<file path="src/rtl/fetch_queue_if.sv">
// Fetch front-end bus bundle: instruction-memory request side and decoder side.
interface fetch_queue_if;
    logic        imem_req;
    logic [31:0] imem_addr;
    logic        imem_rvalid;
    logic [31:0] imem_rdata;
    logic        redirect;
    logic [31:0] redirect_pc;
    logic        instr_valid;
    logic [31:0] instr;
    logic [31:0] instr_pc;
    logic        instr_ready;

    // fetch_queue side
    modport master (
        output imem_req, imem_addr, instr_valid, instr, instr_pc,
        input  imem_rvalid, imem_rdata, redirect, redirect_pc, instr_ready
    );

    // memory / decoder / branch-unit side
    modport slave (
        input  imem_req, imem_addr, instr_valid, instr, instr_pc,
        output imem_rvalid, imem_rdata, redirect, redirect_pc, instr_ready
    );
endinterface

</file>
<file path="src/rtl/fetch_queue.sv">
// Prefetching instruction fetch unit: one outstanding memory request,
// a DEPTH-entry {pc, word} FIFO towards the decoder, and redirect flushing.
module fetch_queue #(
    parameter int unsigned DEPTH    = 4,
    parameter logic [31:0] RESET_PC = 32'h0000_0000
) (
    input  logic          clk,
    input  logic          rst,
    fetch_queue_if.master bus
);

    localparam int unsigned PTR_W = (DEPTH > 1) ? $clog2(DEPTH) : 1;
    localparam int unsigned CNT_W = $clog2(DEPTH + 1);

    logic [31:0]      fetch_pc_q, fetch_pc_d;
    logic [31:0]      req_pc_q, req_pc_d;
    logic             req_q, req_d;
    logic             squash_q, squash_d;
    logic             valid_q, valid_d;
    logic [PTR_W-1:0] head_q, head_d;
    logic [PTR_W-1:0] tail_q, tail_d;
    logic [CNT_W-1:0] count_q, count_d;
    logic [31:0]      pc_mem_q   [DEPTH];
    logic [31:0]      word_mem_q [DEPTH];

    logic complete;
    logic push;
    logic pop;

    // Next-state: completion/squash, FIFO bookkeeping, redirect and issue decision
    always_comb begin
        complete   = req_q & bus.imem_rvalid;
        // a word completing in a redirect cycle belongs to the old path
        push       = complete & ~squash_q & ~bus.redirect;
        pop        = valid_q & bus.instr_ready;

        fetch_pc_d = fetch_pc_q;
        req_pc_d   = req_pc_q;
        req_d      = req_q;
        squash_d   = squash_q;
        head_d     = head_q;
        tail_d     = tail_q;
        count_d    = count_q;

        if (bus.redirect) begin
            head_d     = '0;
            tail_d     = '0;
            count_d    = '0;
            fetch_pc_d = bus.redirect_pc & 32'hFFFF_FFFC;
        end else begin
            if (push) begin
                tail_d     = tail_q + PTR_W'(1);
                fetch_pc_d = req_pc_q + 32'd4;
            end
            if (pop) begin
                head_d = head_q + PTR_W'(1);
            end
            count_d = count_q + CNT_W'(push) - CNT_W'(pop);
        end

        // the still-pending old-path request must be drained before refetching
        if (complete) begin
            squash_d = 1'b0;
        end else if (bus.redirect && req_q) begin
            squash_d = 1'b1;
        end

        if (!(req_q && !bus.imem_rvalid)) begin
            req_d    = (count_d < CNT_W'(DEPTH));
            req_pc_d = fetch_pc_d;
        end

        valid_d = (count_d != '0);
    end

    // State registers and FIFO storage
    always_ff @(posedge clk) begin
        if (rst) begin
            fetch_pc_q <= RESET_PC;
            req_pc_q   <= RESET_PC;
            req_q      <= 1'b0;
            squash_q   <= 1'b0;
            valid_q    <= 1'b0;
            head_q     <= '0;
            tail_q     <= '0;
            count_q    <= '0;
            for (int i = 0; i < int'(DEPTH); i++) begin
                pc_mem_q[i]   <= 32'h0;
                word_mem_q[i] <= 32'h0;
            end
        end else begin
            fetch_pc_q <= fetch_pc_d;
            req_pc_q   <= req_pc_d;
            req_q      <= req_d;
            squash_q   <= squash_d;
            valid_q    <= valid_d;
            head_q     <= head_d;
            tail_q     <= tail_d;
            count_q    <= count_d;
            if (push) begin
                pc_mem_q[tail_q]   <= req_pc_q;
                word_mem_q[tail_q] <= bus.imem_rdata;
            end
        end
    end

    assign bus.imem_req    = req_q;
    assign bus.imem_addr   = req_pc_q;
    assign bus.instr_valid = valid_q;
    assign bus.instr       = word_mem_q[head_q];
    assign bus.instr_pc    = pc_mem_q[head_q];

endmodule

</file>
<file path="src/flat_wrapper.sv">
// flat-port wrapper written by rule: the top's interface ports become plain ports
module fetch_queue_flat 
#(
    parameter int unsigned DEPTH    = 4,
    parameter logic [31:0] RESET_PC = 32'h0000_0000
)
  (clk, rst, bus_imem_req, bus_imem_addr, bus_instr_valid, bus_instr, bus_instr_pc, bus_imem_rvalid, bus_imem_rdata, bus_redirect, bus_redirect_pc, bus_instr_ready);
  fetch_queue_if bus_i ();
  input  logic clk;
  input  logic rst;
  output wire logic [$bits(bus_i.imem_req)-1:0] bus_imem_req;
  output wire logic [$bits(bus_i.imem_addr)-1:0] bus_imem_addr;
  output wire logic [$bits(bus_i.instr_valid)-1:0] bus_instr_valid;
  output wire logic [$bits(bus_i.instr)-1:0] bus_instr;
  output wire logic [$bits(bus_i.instr_pc)-1:0] bus_instr_pc;
  input wire logic [$bits(bus_i.imem_rvalid)-1:0] bus_imem_rvalid;
  input wire logic [$bits(bus_i.imem_rdata)-1:0] bus_imem_rdata;
  input wire logic [$bits(bus_i.redirect)-1:0] bus_redirect;
  input wire logic [$bits(bus_i.redirect_pc)-1:0] bus_redirect_pc;
  input wire logic [$bits(bus_i.instr_ready)-1:0] bus_instr_ready;
  assign bus_imem_req = bus_i.imem_req;
  assign bus_imem_addr = bus_i.imem_addr;
  assign bus_instr_valid = bus_i.instr_valid;
  assign bus_instr = bus_i.instr;
  assign bus_instr_pc = bus_i.instr_pc;
  assign bus_i.imem_rvalid = bus_imem_rvalid;
  assign bus_i.imem_rdata = bus_imem_rdata;
  assign bus_i.redirect = bus_redirect;
  assign bus_i.redirect_pc = bus_redirect_pc;
  assign bus_i.instr_ready = bus_instr_ready;
  fetch_queue #(.DEPTH(DEPTH), .RESET_PC(RESET_PC)) u_core (.clk(clk), .rst(rst), .bus(bus_i));
endmodule
</file>
<file path="config.mk">
export PLATFORM = sky130hd
export DESIGN_NAME = fetch_queue_flat
export DESIGN_NICKNAME = d
export VERILOG_FILES = /design/src/rtl/fetch_queue_if.sv /design/src/rtl/fetch_queue.sv /design/src/flat_wrapper.sv
export SDC_FILE = /design/constraint.sdc
export NUM_CORES = 1
export LEC_CHECK = 0
export ABC_AREA = 1
export CAP_MARGIN = 20
export CORE_ASPECT_RATIO = 2
export CORE_MARGIN = 2
export CORE_UTILIZATION = 35
export CTS_CLUSTER_SIZE = 12
export DETAILED_ROUTE_END_ITERATION = 10
export DONT_BUFFER_PORTS = 1
export GPL_ROUTABILITY_DRIVEN = 0
export PLACE_DENSITY_LB_ADDON = 0.1
export SLEW_MARGIN = 10
export SYNTH_ARGS = -nofsm -noshare
export SYNTH_HDL_FRONTEND = slang
export SYNTH_SLANG_ARGS = --single-unit
</file>
<file path="constraint.sdc">
create_clock -name clk -period 5.5 [get_ports clk]
set_input_delay 0.275 -clock clk [delete_from_list [all_inputs] [get_ports clk]]
set_output_delay 0.275 -clock clk [all_outputs]
set_load 0.01 [all_outputs]
</file>
==> results.md, run 1 <==
Global route:
- The first global-routing pass estimated 67090 µm of wire.
- The total congestion overflow after global routing is 0.
- The global routing usage summed across all routing layers is 20.18%.
- The initial antenna violation count is 0.
- The via count of the first global-routing pass was 11132.
- The largest net degree at the start of global routing is 87.

Timing:
- The worst max-slew margin expressed relative to the limit is 28.35%.
- The final period utilization is 59.44%.
- The final max-slew violation count came to 0.
- The number of endpoints with negative hold slack in the final report came to 0.
- The maximum achievable frequency is 0.3059 GHz.
- For the final database, setup skew stands at 0.01095 ns.
- The post-layout minimum cycle time is 3.269 ns.
- The transition time at the pin with the least slew margin is 1.075 ns.
- The final setup TNS is 0 ns.
- The tightest hold path in the finished design has a slack of 0.02199 ns.
- The number of setup violations in the final report is 0.
- Setup repair after global routing left no endpoint under its margin.

Synthesis:
- The synthesized instance count is 1579.
- The sequential share of the synthesized area is 61.61%.
- The share of synthesized registers carrying an async set or reset is 0%.
- In the post-synthesis netlist, the biggest area contributors are sky130_fd_sc_hd__edfxtp_1 51%, sky130_fd_sc_hd__dfxtp_1 10%, sky130_fd_sc_hd__nor2_1 8.5%, sky130_fd_sc_hd__o21ai_0 4.9%, sky130_fd_sc_hd__nand2_1 4.6%.
- The commonest cells after synthesis are 340 x sky130_fd_sc_hd__nor2_1, 256 x sky130_fd_sc_hd__edfxtp_1, 182 x sky130_fd_sc_hd__nand2_1.
- The largest total area in the synthesized netlist belongs to sky130_fd_sc_hd__edfxtp_1.
- After synthesis the netlist holds a flip-flop and latch count of 332.
- The proportion of netlist area held by the largest area contributor is 51.43%.
- For this run, the leading register cell type out of synthesis is sky130_fd_sc_hd__edfxtp_1.
- The synthesized netlist occupies a cell area of 14950 µm².
- In this run, synthesis inferred 256 flip-flops with an integrated enable.
- The average footprint of a synthesized cell is 9.467 µm².
- The warning count from the yosys run is 0.
- The net count after synthesis is 1652.
- The unique cell type count in the Yosys netlist is 33.
- By instance count, the leading cell after synthesis is sky130_fd_sc_hd__nor2_1.

CTS:
- Once the clock tree was built, the resizer swapped 0 gates to a different size.
- The total CTS buffers is 34.
- The worst-case clock buffer depth is 3.
- The TritonCTS clock tree is built.
- The register clock-pin slew on the reported worst setup and hold paths is 0.06 ns.
- The clock latency reported for the late side of the worst-skew pair is 0.52 ns.
- The clock sink count is 332.
- The H-tree was split into 2 levels.
- The buffer cell driving the clock tree root is sky130_fd_sc_hd__clkbuf_16.

Detailed routing:
- The remaining antenna violation count after routing is 0.
- For this block, the routed nets add up to 44510 µm of wire.
- The DRC violation count after routing is 0.
- The per-cell via count in the routed design is 5.142.
- Dividing the detail-routed wire length by the instance count gives 21.00 µm.
- For this block, the initial DRC count from the detailed router was 545.
- The via count is 10896.
- The number of iterations in the first detailed-routing pass is 4.

Place:
- Buffers placed on the I/O ports in this run total 0.
- The HPWL after detailed placement is 25750 µm.

Worst setup path:
- The largest single stage delay on the critical path is 0.82 ns.
- The worst register-to-register path has a setup slack of 2.27 ns.
- The startpoint-to-endpoint class of the critical path is reg2out.
- The number of cells on the worst reg-to-reg path is 9.
- In this run the critical register-to-register path is launched from u_core.bus.imem_req.
- The cell type of the slowest stage on the worst timing path is sky130_fd_sc_hd__inv_2.
- The worst reg2reg path endpoint is u_core.pc_mem_q[0][13].
- STA classifies the critical path startpoint as a flip-flop.
- For the worst setup path, the data arrival time is 2.99 ns.
- The category of the worst setup path capture point is an output pin.
- The peak fanout along the critical path is 65.
- Among the stages of the critical path, the cell type that occurs most often is sky130_fd_sc_hd__buf_4.
- The required time reported for the critical path endpoint is 5.22 ns.
- Traced cell by cell, the critical path runs through buf_4, inv_2, buf_4, o21ai_0, o22ai_1.

Worst hold path:
- The endpoint with the worst hold slack is u_core.bus.imem_addr[2].
- The launch point of the worst hold path is bus_redirect_pc[2].
- The path class of the tightest hold or removal check is in2reg.
- The cell depth of the worst hold path is 4.

Cells and area:
- The total inserted antenna cells is 0.
- The number of nets at the end of the flow is 1628.
- The relative area change from synthesis to final layout is 10.75%.
- Counting the fill cells in the layout gives 4250.
- The fraction of layout cells with a size suffix above 1 is 7.942%.

Floorplan:
- The die outline area is 44480 µm².
- The die is 296.3 µm tall.
- The core region is 42440 µm².
- For this configuration, the core starts out at a cell density of 35.22%.
- The row count is 107.
- For this design the top-level I/O count stands at 167.
- The die is 150.1 µm wide.

Run status:
- The flow ran to the end, and the final reports show no timing, DRC or antenna violations.

Power:
- In this run the power density over the cells is 329.6 nW/µm².
- In this run the static leakage power is 6.349 nW.
- The maximum vdd drop is 0.2430 mV.

Flow run:
- The number of violations of the max-capacitance limit is 0.
==> per-stage QoR <==
step | worst slack [ns] | power [mW] | instance area (µm²) | utilization (%) | cells
2_1_floorplan | 1.202 | 3.192 | 14950 | - | 1579
3_3_place_gp | 2.187 | 3.316 | 15300 | 36.06 | 2040
3_5_place_dp | 2.195 | 3.322 | 15300 | 36.06 | 2040
4_1_cts | 2.123 | 5.537 | 16550 | 39.01 | 2119
5_1_grt | 2.025 | 5.663 | 16550 | 39.01 | 2119
6_report | 2.231 | 5.457 | 16550 | 39.01 | 2119
==> timing repair <==
| action | CTS | global route |
|---|---|---|
| setup endpoints to repair | 0 | 0 |
| hold endpoints to repair | 60 | 0 |
| hold buffers | 24 | 0 |
| setup buffers | 0 | 0 |
==> cells by family after synthesis <==
logic type,share of synthesized area [%]
compound gates,9.919
xor+xnor,0.7031
fa+ha+maj,0.3851
buf+inv,7.140
flops,61.61
simple gates,20.25
==> critical path: cells and delay by family, from the launching register on <==
kind	cells	cell delay, ns
buffers and inverters	3	1.62
AO/OA/AOI/OAI	2	0.53
flip-flops	1	0.31
==> placed cells by master, fill, tap and decap left out, drive strengths merged <==
cell / Yosys / final
a211oi: 1 / 1
a21oi: 39 / 39
a22o: 5 / 5
a31oi: 2 / 2
and2: 3 / 3
buf: 36 / 16
clkbuf: 63 / 52
clkinv: 4 / 6
dfxtp: 76 / 76
dlygate4sd3: 0 / 23
edfxtp: 256 / 256
fa: 1 / 1
ha: 3 / 3
inv: 148 / 149
nand2: 188 / 188
nand3: 64 / 64
nand3b: 1 / 1
nand4: 2 / 2
nor2: 387 / 387
nor3: 65 / 65
o211ai: 13 / 13
o21ai: 145 / 145
o22ai: 64 / 64
or2: 1 / 1
xnor2: 2 / 2
xor2: 10 / 10
==> worst max path at each step <==
stage	slack, ns	startpoint	depth (start not counted)	to
after floorplan	1.20	u_core.bus.imem_req	7	u_core.pc_mem_q[3][0]
after global placement	2.19	u_core.bus.imem_req	9	u_core.word_mem_q[0][9]
after detailed placement	2.20	u_core.bus.imem_req	9	u_core.word_mem_q[0][7]
after CTS	2.12	flip-flop	5	bus_instr[3]
after global routing	2.02	u_core.bus.imem_req	9	u_core.pc_mem_q[0][21]
final	2.23	flip-flop	5	bus_instr[3]
==> routing by layer <==
layer | routed length (µm) | up-vias | track usage, %
li1 | - | 5234 | -
met1 | 17010 | 5323 | 22.69
met2 | 23600 | 275 | 37.41
met3 | 2520 | 64 | 4.031
met4 | 1377 | 0 | 6.972
met5 | 0 | - | 0
==> flip-flops by register name, summed over array words and instances (netlist names), named ones only <==
signal	cells
u_core.pc_mem_q	128
u_core.word_mem_q	128
u_core.bus.imem_addr	32
u_core.fetch_pc_q	32
u_core.count_q	3
u_core.head_q	2
u_core.tail_q	2
u_core.bus.imem_req	1
u_core.bus.instr_valid	1
u_core.squash_q	1
==> where the power goes <==
part | internal, mW | switching, mW
clock network | 1.23 | 0.949
registers | 2.81 | 0.0768
logic | 0.0978 | 0.291
==> final cells by class <==
cell class | instances | area [µm²] | share of cell area [%]
Sequential cell | 332 | 9214 | 55.66
Multi-Input combinational cell | 996 | 4721 | 28.52
Clock buffer | 52 | 985.9 | 5.956
Tap cell | 545 | 681.9 | 4.119
Inverter | 152 | 575.6 | 3.477
Timing Repair Buffer | 39 | 362.8 | 2.192
Clock inverter | 3 | 13.76 | 0.08314
(Power assumes the default switching activity.)
==> run 2, diff against run 1 <==
--- a/config.mk
+++ b/config.mk
@@ -5,7 +5,7 @@
 export SDC_FILE = /design/constraint.sdc
 export NUM_CORES = 1
 export LEC_CHECK = 0
-export ABC_AREA = 1
+export ABC_AREA = 0
 export CAP_MARGIN = 20
 export CORE_ASPECT_RATIO = 2
 export CORE_MARGIN = 2
==> constraint.sdc (replaced) <==
create_clock -name clk -period 3 [get_ports clk]
set_input_delay 0.15 -clock clk [delete_from_list [all_inputs] [get_ports clk]]
set_output_delay 0.15 -clock clk [all_outputs]
set_load 0.01 [all_outputs]
==> run 2 against run 1 <==
Global-route usage decreased by 0.88 points. Routed wire length fell by 5.3%. Cell count shrank 19%. Non-clock buffer count up 75. Via count decreased by 17%. Power grew 85%. Count of clock-buffer cells in the layout is 5 lower. Die area fell by 1.2%. Utilization is 2.5 points higher. Worst hold slack better by 0.00061 ns. Largest cell class unchanged. Highest routed layer unchanged.
==> results.md, run 2 <==
Run status:
- The flow ran to the end, and the final reports show no timing, DRC or antenna violations.

Cells and area:
- The relative area change from synthesis to final layout is 17.41%.
- Counting the fill cells in the layout gives 3919.
- The largest registers in the layout are u_core.pc_mem_q: 128 flops, u_core.word_mem_q: 128 flops.
- The fraction of layout cells with a size suffix above 1 is 15.29%.
- After routing the design area is 17330 µm².
- Leaving out fill and tap cells, the most frequent cell in the layout is sky130_fd_sc_hd__edfxtp_1.
- In the layout the commonest cells are 256 x sky130_fd_sc_hd__edfxtp_1, 188 x sky130_fd_sc_hd__and2_1, 74 x sky130_fd_sc_hd__dfxtp_1, 70 x sky130_fd_sc_hd__nor2_1, 67 x sky130_fd_sc_hd__dlygate4sd3_1.
- The number of nets at the end of the flow is 1229.

Floorplan:
- In this run the vertical extent of the chip is 294.4 µm.
- The area inside the core boundary is 41780 µm².
- In this run the horizontal extent of the chip is 149.2 µm.
- The initialized floorplan defines 106 standard-cell rows.
- The initial core utilization is 35.33%.
- The die outline area is 43930 µm².
- In this run the count of I/O pins placed on the die edge is 167.

Synthesis:
- The netlist uses 57 different library cells.
- The mapped netlist covers 14760 µm².
- The commonest cells after synthesis are 256 x sky130_fd_sc_hd__edfxtp_1, 188 x sky130_fd_sc_hd__and2_1, 76 x sky130_fd_sc_hd__clkbuf_1, 76 x sky130_fd_sc_hd__dfxtp_1, 71 x sky130_fd_sc_hd__nor2_1.
- Averaged over all synthesized cells, the footprint is 13.42 µm².
- Of the synthesized area, sequential elements account for 62.38%.
- The register bit total from synthesis is 332.
- Ranked by total cell area, the synthesized netlist is headed by sky130_fd_sc_hd__edfxtp_1 52%, sky130_fd_sc_hd__dfxtp_1 10%, sky130_fd_sc_hd__mux4_2 9.8%, sky130_fd_sc_hd__and2_1 8.0%, sky130_fd_sc_hd__and3_1 2.3%.
- Counting flops with an async set or reset pin after synthesis yields a share of 0%.
- The leading register cell type out of synthesis is sky130_fd_sc_hd__edfxtp_1.
- Yosys mapped a number of flops with a built-in enable equal to 256.
- The net count after synthesis is 1173.
- sky130_fd_sc_hd__edfxtp_1 is the most common cell in the netlist.
- The synthesized instance count is 1100.
- Of all cell types, the one taking the most synthesized area is sky130_fd_sc_hd__edfxtp_1.
- Summed over its instances, the top area cell type makes up 52.08% of the synthesized netlist area.
- The warning count from the yosys run is 0.

Timing:
- The final setup TNS is 0 ns.
- Setup repair after global routing left no endpoint under its margin.
- The post-layout minimum cycle time is 2.714 ns.
- The worst-case clock skew is 0.01329 ns.
- Headroom to the max-slew limit came out at 33.60%.
- The transition time at the pin with the least slew margin is 0.9960 ns.
- The number of endpoints with negative hold slack in the final report came to 0.
- The number of setup violations in the final report is 0.
- Static timing analysis puts the maximum clock frequency at 0.3685 GHz.
- The final critical-path setup slack is 0.2860 ns.
- The final max-slew violation count is 0.
- The final period utilization is 90.47%.

Detailed routing:
- In the routed layout, each cell is associated on average with a via count of 5.264.
- Dividing the detail-routed wire length by the instance count gives 24.62 µm.
- Once detail routing completed, the nets flagged for antenna violations numbered 0.
- The total wire length after detailed routing is 42140 µm.
- The initial detailed-routing violation count is 474.
- The DRC violation count after routing is 0.
- The routed layout has 9012 vias.
- Before antenna repair, the detailed router went through 5 iterations.

CTS:
- CTS built an H-tree with a depth of 2.
- The clock latency reported for the late side of the worst-skew pair is 0.52 ns.
- The number of buffers added for setup after CTS is 0.
- The clock sink count is 332.
- Clock tree synthesis inserted a total of 34 buffers.
- Clock-pin slew was measured on the worst setup and hold paths at 0.06 ns.
- The worst-case clock buffer depth is 3.
- The buffer cell driving the clock tree root is sky130_fd_sc_hd__clkbuf_16.
- The TritonCTS clock tree is built.

Global route:
- The global routing usage summed across all routing layers is 19.30%.
- The total congestion overflow after global routing is 0.
- The initial antenna violation count was 0.
- The largest net degree at the start of global routing is 72.
- The first-pass GRT wire length is 62340 µm.
- The via count of the first global-routing pass is 9877.

Power:
- Power comes to 10.12 mW.
- For this design the static power due to leakage is 6.243 nW.
- The power per standard cell area is 583.8 nW/µm².
- The maximum vdd drop is 0.4436 mV.

Place:
- In this run the tool buffered the top-level ports with 0 buffer cells.
- The worst slack after detailed placement is 0.3113 ns.
- The area after detailed placement is 15600 µm².
- Detailed placement ended at an HPWL of 25130 µm.

Worst setup path:
- The peak fanout along the critical path is 3.
- The worst path arrival time is 3.12 ns.
- Data on the critical path is required at its endpoint by 3.41 ns.
- The worst setup path is of the reg2reg kind.
- The category of the worst setup path launch point is a flip-flop.
- The worst setup path is captured at a flip-flop.

Flow run:
- Across the run, the number of max-cap violations was 0.

Worst hold path:
- In this run the worst hold path is classified as in2reg.
[run 2: cell count changes after synthesis, moves of 16 or more]
cell                       delta
sky130_fd_sc_hd__nor3_1      -57
sky130_fd_sc_hd__nand2_1    -145
sky130_fd_sc_hd__inv_1      -129
sky130_fd_sc_hd__nand3_1     -51
sky130_fd_sc_hd__nor4_1      +20
sky130_fd_sc_hd__and2_1     +185
sky130_fd_sc_hd__and3_1      +55
sky130_fd_sc_hd__a211oi_1    +16
sky130_fd_sc_hd__nor2_2      -40
sky130_fd_sc_hd__o22ai_1     -58
sky130_fd_sc_hd__nor2_1     -269
sky130_fd_sc_hd__o21ai_0    -124
sky130_fd_sc_hd__mux4_2      +64
[run 2: where the power goes]
part / switching [mW] / total, mW / internal, mW / leakage (nW)
clock: 1.74 / 4.05 / 2.31 / 0.491
combinational: 0.488 / 0.799 / 0.311 / 2.48
sequential: 0.127 / 5.27 / 5.15 / 3.27
[run 2: what timing repair did]
action                     CTS  global route
hold buffers                69             0
resized for setup            0             0
hold endpoints to repair   201             0
setup endpoints to repair    0             0
[run 2: metal layers]
layer / GRT usage (%) / up-vias / share of wire, %
met5: 0 / - / 0
met4: 5.436 / 0 / 2.4
met3: 3.576 / 54 / 4.7
met2: 36.99 / 217 / 55
met1: 21.37 / 4551 / 38
li1: - / 4190 / -
[run 2: cell families (layout without fill, tap and decap cells)]
family | after synthesis | after routing | synth area share (%)
flip-flops | 332 | 332 | 62.38
other | 0 | 1 | 0
multiplexers | 77 | 77 | 10.69
XOR/XNOR | 21 | 21 | 1.246
adder cells (fa/ha/maj) | 4 | 4 | 0.3899
AO/OA/AOI/OAI | 112 | 112 | 5.043
AND/OR/NAND/NOR | 444 | 444 | 17.34
buffers and inverters | 110 | 181 | 2.907
[run 2: through the flow]
step / std cells / hold WS [ns] / util [%]
detailed placement: 1591 / 0.2526 / 37.35
global route: 1711 / 0.05066 / 41.48
global placement: 1591 / 0.2522 / 37.35
finish: 1712 / 0.02260 / 41.49
floorplan: 1100 / 0.2501 / -
CTS: 1711 / 0.004840 / 41.48
[run 2: worst max-delay path, cell delays in order, from the launching register on]
cell	delay, ns
sky130_fd_sc_hd__dfxtp_1	0.34
sky130_fd_sc_hd__and2_1	0.22
sky130_fd_sc_hd__ha_1	0.29
sky130_fd_sc_hd__inv_1	0.03
sky130_fd_sc_hd__ha_1	0.18
sky130_fd_sc_hd__fa_1	0.37
sky130_fd_sc_hd__xor2_1	0.17
sky130_fd_sc_hd__xnor2_1	0.33
sky130_fd_sc_hd__a21oi_1	0.10
sky130_fd_sc_hd__dlygate4sd3_1	0.57
[run 2: final cells by class]
| type | instances | area (µm²) | area share, % |
|---|---|---|---|
| tap | 540 | 675.6 | 3.898 |
| antenna | 1 | 2.502 | 0.01444 |
| inverter | 16 | 60.06 | 0.3465 |
| timing repair buffer | 114 | 1206 | 6.959 |
| sequential | 332 | 9216 | 53.18 |
| multi-input combinational | 658 | 5164 | 29.79 |
| clock inverter | 4 | 43.79 | 0.2527 |
| clock buffer | 47 | 963.4 | 5.559 |
[run 2: worst paths after layout]
| check | startpoint | to | slack, ns | cells past startpoint |
|---|---|---|---|---|
| setup / recovery | u_core.bus.instr_valid | u_core.bus.imem_req | 0.29 | 9 |
| hold / removal | bus_redirect_pc[17] | u_core.bus.imem_addr[17] | 0.02 | 4 |
| setup reg to reg | u_core.bus.instr_valid | u_core.bus.imem_req | 0.29 | 9 |
| hold reg to reg | u_core.fetch_pc_q[0] | u_core.fetch_pc_q[0] | 0.46 | 2 |
==> run 3, diff against run 2 <==
--- a/config.mk
+++ b/config.mk
@@ -5,7 +5,8 @@
 export SDC_FILE = /design/constraint.sdc
 export NUM_CORES = 1
 export LEC_CHECK = 0
-export ABC_AREA = 0
+export ABC_AREA = 1
+export ABC_CLOCK_PERIOD_IN_PS = 3000
 export CAP_MARGIN = 20
 export CORE_ASPECT_RATIO = 2
 export CORE_MARGIN = 2
==> run 3 against run 2 <==
Cell count rose by 27%. Flip-flop and latch count did not move. Worst setup slack gained 0.15 ns. Count of clock-buffer cells in the layout increased by 4. Combinational power grew 2%. Register-to-register slack better by 0.15 ns. Worst hold slack gained 0.025 ns. First-iteration DRC count grew 38%. Sequential share of layout area is essentially flat. Maximum frequency grew 5.7%. Die area up 1.2%. Highest routed layer unchanged. Cell area barely moved.
==> results.md, run 3 (same netlist as run 1, synthesis figures left out) <==
Timing:
- Setup violations remaining at the end of the flow were counted as 0.
- The worst max-slew margin expressed relative to the limit is 59.36%.
- Setup slack on the critical path of the routed design comes to 0.4331 ns.
- The transition time at the pin with the least slew margin is 0.6096 ns.
- Setup repair after global routing left no endpoint under its margin.
- The final max-slew violation count came to 0.
- The post-layout minimum cycle time is 2.567 ns.
- The worst-case clock skew is 0.009810 ns.
- Hold is met by 0.04721 ns.
- The final setup TNS is 0 ns.
- The number of endpoints with negative hold slack in the final report is 0.
- The final period utilization is 85.56%.
- The maximum achievable frequency is 0.3896 GHz.

Run status:
- The flow ran to the end, and the final reports show no timing, DRC or antenna violations.

Detailed routing:
- Using the TritonRoute via totals, the vias-per-cell ratio works out to 5.089.
- The via count is 11094.
- For this block, the initial DRC count from the detailed router was 654.
- The first detailed-routing pass took 5 iterations.
- The detail route stage leaves a number of antenna-violating nets equal to 0.
- The total wire length after detailed routing is 44390 µm.
- The DRC violation count after routing is 0.
- Dividing the detail-routed wire length by the instance count gives 20.36 µm.

Global route:
- The first global-routing pass estimated 67010 µm of wire.
- Global routing finished with a remaining overflow of 0.
- The global routing usage summed across all routing layers is 20.04%.
- The via count of the first global-routing pass is 11258.
- The initial antenna violation count is 0.
- Entering global routing, the biggest net connects 129 pins.

Floorplan:
- The total area inside the core boundary comes to 42440 µm².
- In this run the core area contains 107 standard-cell rows.
- The die is 150.1 µm wide.
- The die outline area is 44480 µm².
- Once the floorplan was initialized, standard cells occupied 35.22% of the core.
- In this run the vertical extent of the chip is 296.3 µm.
- 167 I/O pins were placed.

Place:
- The HPWL after detailed placement is 26630 µm.
- The number of I/O port buffers is 0.
- Before CTS, the worst setup slack after placement is 0.6137 ns.

Cells and area:
- The relative area change from synthesis to final layout is 15.99%.
- Of the cells placed in the final design, the portion with a size suffix greater than 1 is 8.563%.
- The total inserted antenna cells is 0.
- The library cell used most frequently in the layout, excluding fill and tap cells, is sky130_fd_sc_hd__nor2_1.
- Leaving out fill and tap cells, the most frequent cells in the layout are 340 x sky130_fd_sc_hd__nor2_1, 256 x sky130_fd_sc_hd__edfxtp_1, 177 x sky130_fd_sc_hd__nand2_1, 144 x sky130_fd_sc_hd__o21ai_0, 143 x sky130_fd_sc_hd__inv_1.
- The number of nets at the end of the flow is 1690.
- The largest registers in the layout are u_core.pc_mem_q: 128 flops, u_core.word_mem_q: 128 flops.

Worst setup path:
- The largest stage delay on the critical path is 0.62 ns.
- Traced cell by cell, the critical path runs through dlygate4sd3_1, buf_12, nor2_4, nand2_4, inv_2, ha_1, fa_1, and2_1, nor3_1, a21oi_1, dlygate4sd3_1.
- The required time reported for the critical path endpoint is 3.40 ns.
- At the worst endpoint, the arrival time is 2.97 ns.
- The cell type of the slowest stage on the worst timing path is sky130_fd_sc_hd__dlygate4sd3_1.
- The startpoint-to-endpoint class of the critical path is in2reg.
- The cell that appears most often on the critical path is sky130_fd_sc_hd__dlygate4sd3_1.
- STA classifies the critical path endpoint as a flip-flop.
- The category of the worst setup path launch point is an input port.
- Along the worst path, the maximum fanout reaches 34.

Power:
- The maximum vdd drop is 0.4420 mV.
- The leakage power of the design is 6.697 nW.
- Power spread over the standard cell area amounts to 583.7 nW/µm².

CTS:
- The H-tree depth reported by CTS is 2.
- In this run, post-CTS repair resized a total of 0 instances.
- TritonCTS created 34 clock buffers.
- The TritonCTS clock tree is built.
- The clock net in this run drives a total of 332 sinks.
- The tree is rooted in a sky130_fd_sc_hd__clkbuf_16.
- The register clock-pin slew on the reported worst setup and hold paths is 0.06 ns.
- The clock latency reported for the late side of the worst-skew pair is 0.52 ns.
- In this run the deepest clock path goes through 3 buffers.

Flow run:
- Across the run, the number of max-cap violations was 0.

Worst hold path:
- The classification of the worst-slack hold path is in2reg.
## run 3: cell count changes in the layout (fill, tap and decap cells not counted), sizes merged, moves of 24 or more
cell   before  now
and2      188    3
mux4       64    0
and3       55    0
nor2       71  387
o22ai       6   64
nand3      13   64
nor4       24    0
nor3        8   65
nand2      37  188
o21ai      22  145
inv        16  149
## run 3: critical path, delay by kind of cell
kind            cells  cell delay, ns
buf+inv             4            1.49
fa+ha+maj           2            0.58
simple gates        4            0.64
compound gates      1            0.11
## run 3: final timing paths
| path | slack [ns] | start | cells after the start | end |
|---|---|---|---|---|
| max | 0.43 | bus_redirect | 11 | u_core.bus.imem_req |
| min | 0.05 | rst | 3 | u_core.pc_mem_q[1][0] |
| max reg2reg | 0.44 | u_core.bus.instr_valid | 10 | u_core.bus.imem_req |
| min reg2reg | 0.47 | u_core.head_q[1] | 2 | flip-flop |
## run 3: final cells by class
cell class	count	area [µm²]
clock inverter	3	13.76
sequential	332	9214
tap	545	681.9
timing repair buffer	101	1134
clock buffer	51	998.5
fill	4217	25100
multi-input combinational	996	4721
inverter	152	575.6
## run 3: power breakdown
part	switching (mW)	internal, mW
Sequential	0.129	5.15
Clock	1.73	2.29
Combinational	0.566	0.251
Total	2.43	7.69
## run 3: per-stage QoR
step / instance area, µm² / instances / total power [mW] / utilization [%]
floorplan: 14960 / 1579 / 5.848 / -
global placement: 15580 / 2054 / 6.110 / 36.72
detailed placement: 15580 / 2054 / 6.120 / 36.72
CTS: 17340 / 2180 / 10.28 / 40.85
global route: 17340 / 2180 / 10.52 / 40.85
finish: 17340 / 2180 / 10.12 / 40.85
## run 3: what timing repair did
action	in CTS	in global routing
hold buffers	72	0
setup buffers	0	0
hold endpoints to repair	201	0
## run 3: metal layers
layer	vias to the layer above	routed length [µm]	GRT usage, %
li1	5357	-	-
met1	5396	16990	22.02
met2	280	23680	37.70
met3	61	2233	3.785
met4	0	1493	7.294
met5	-	0	0
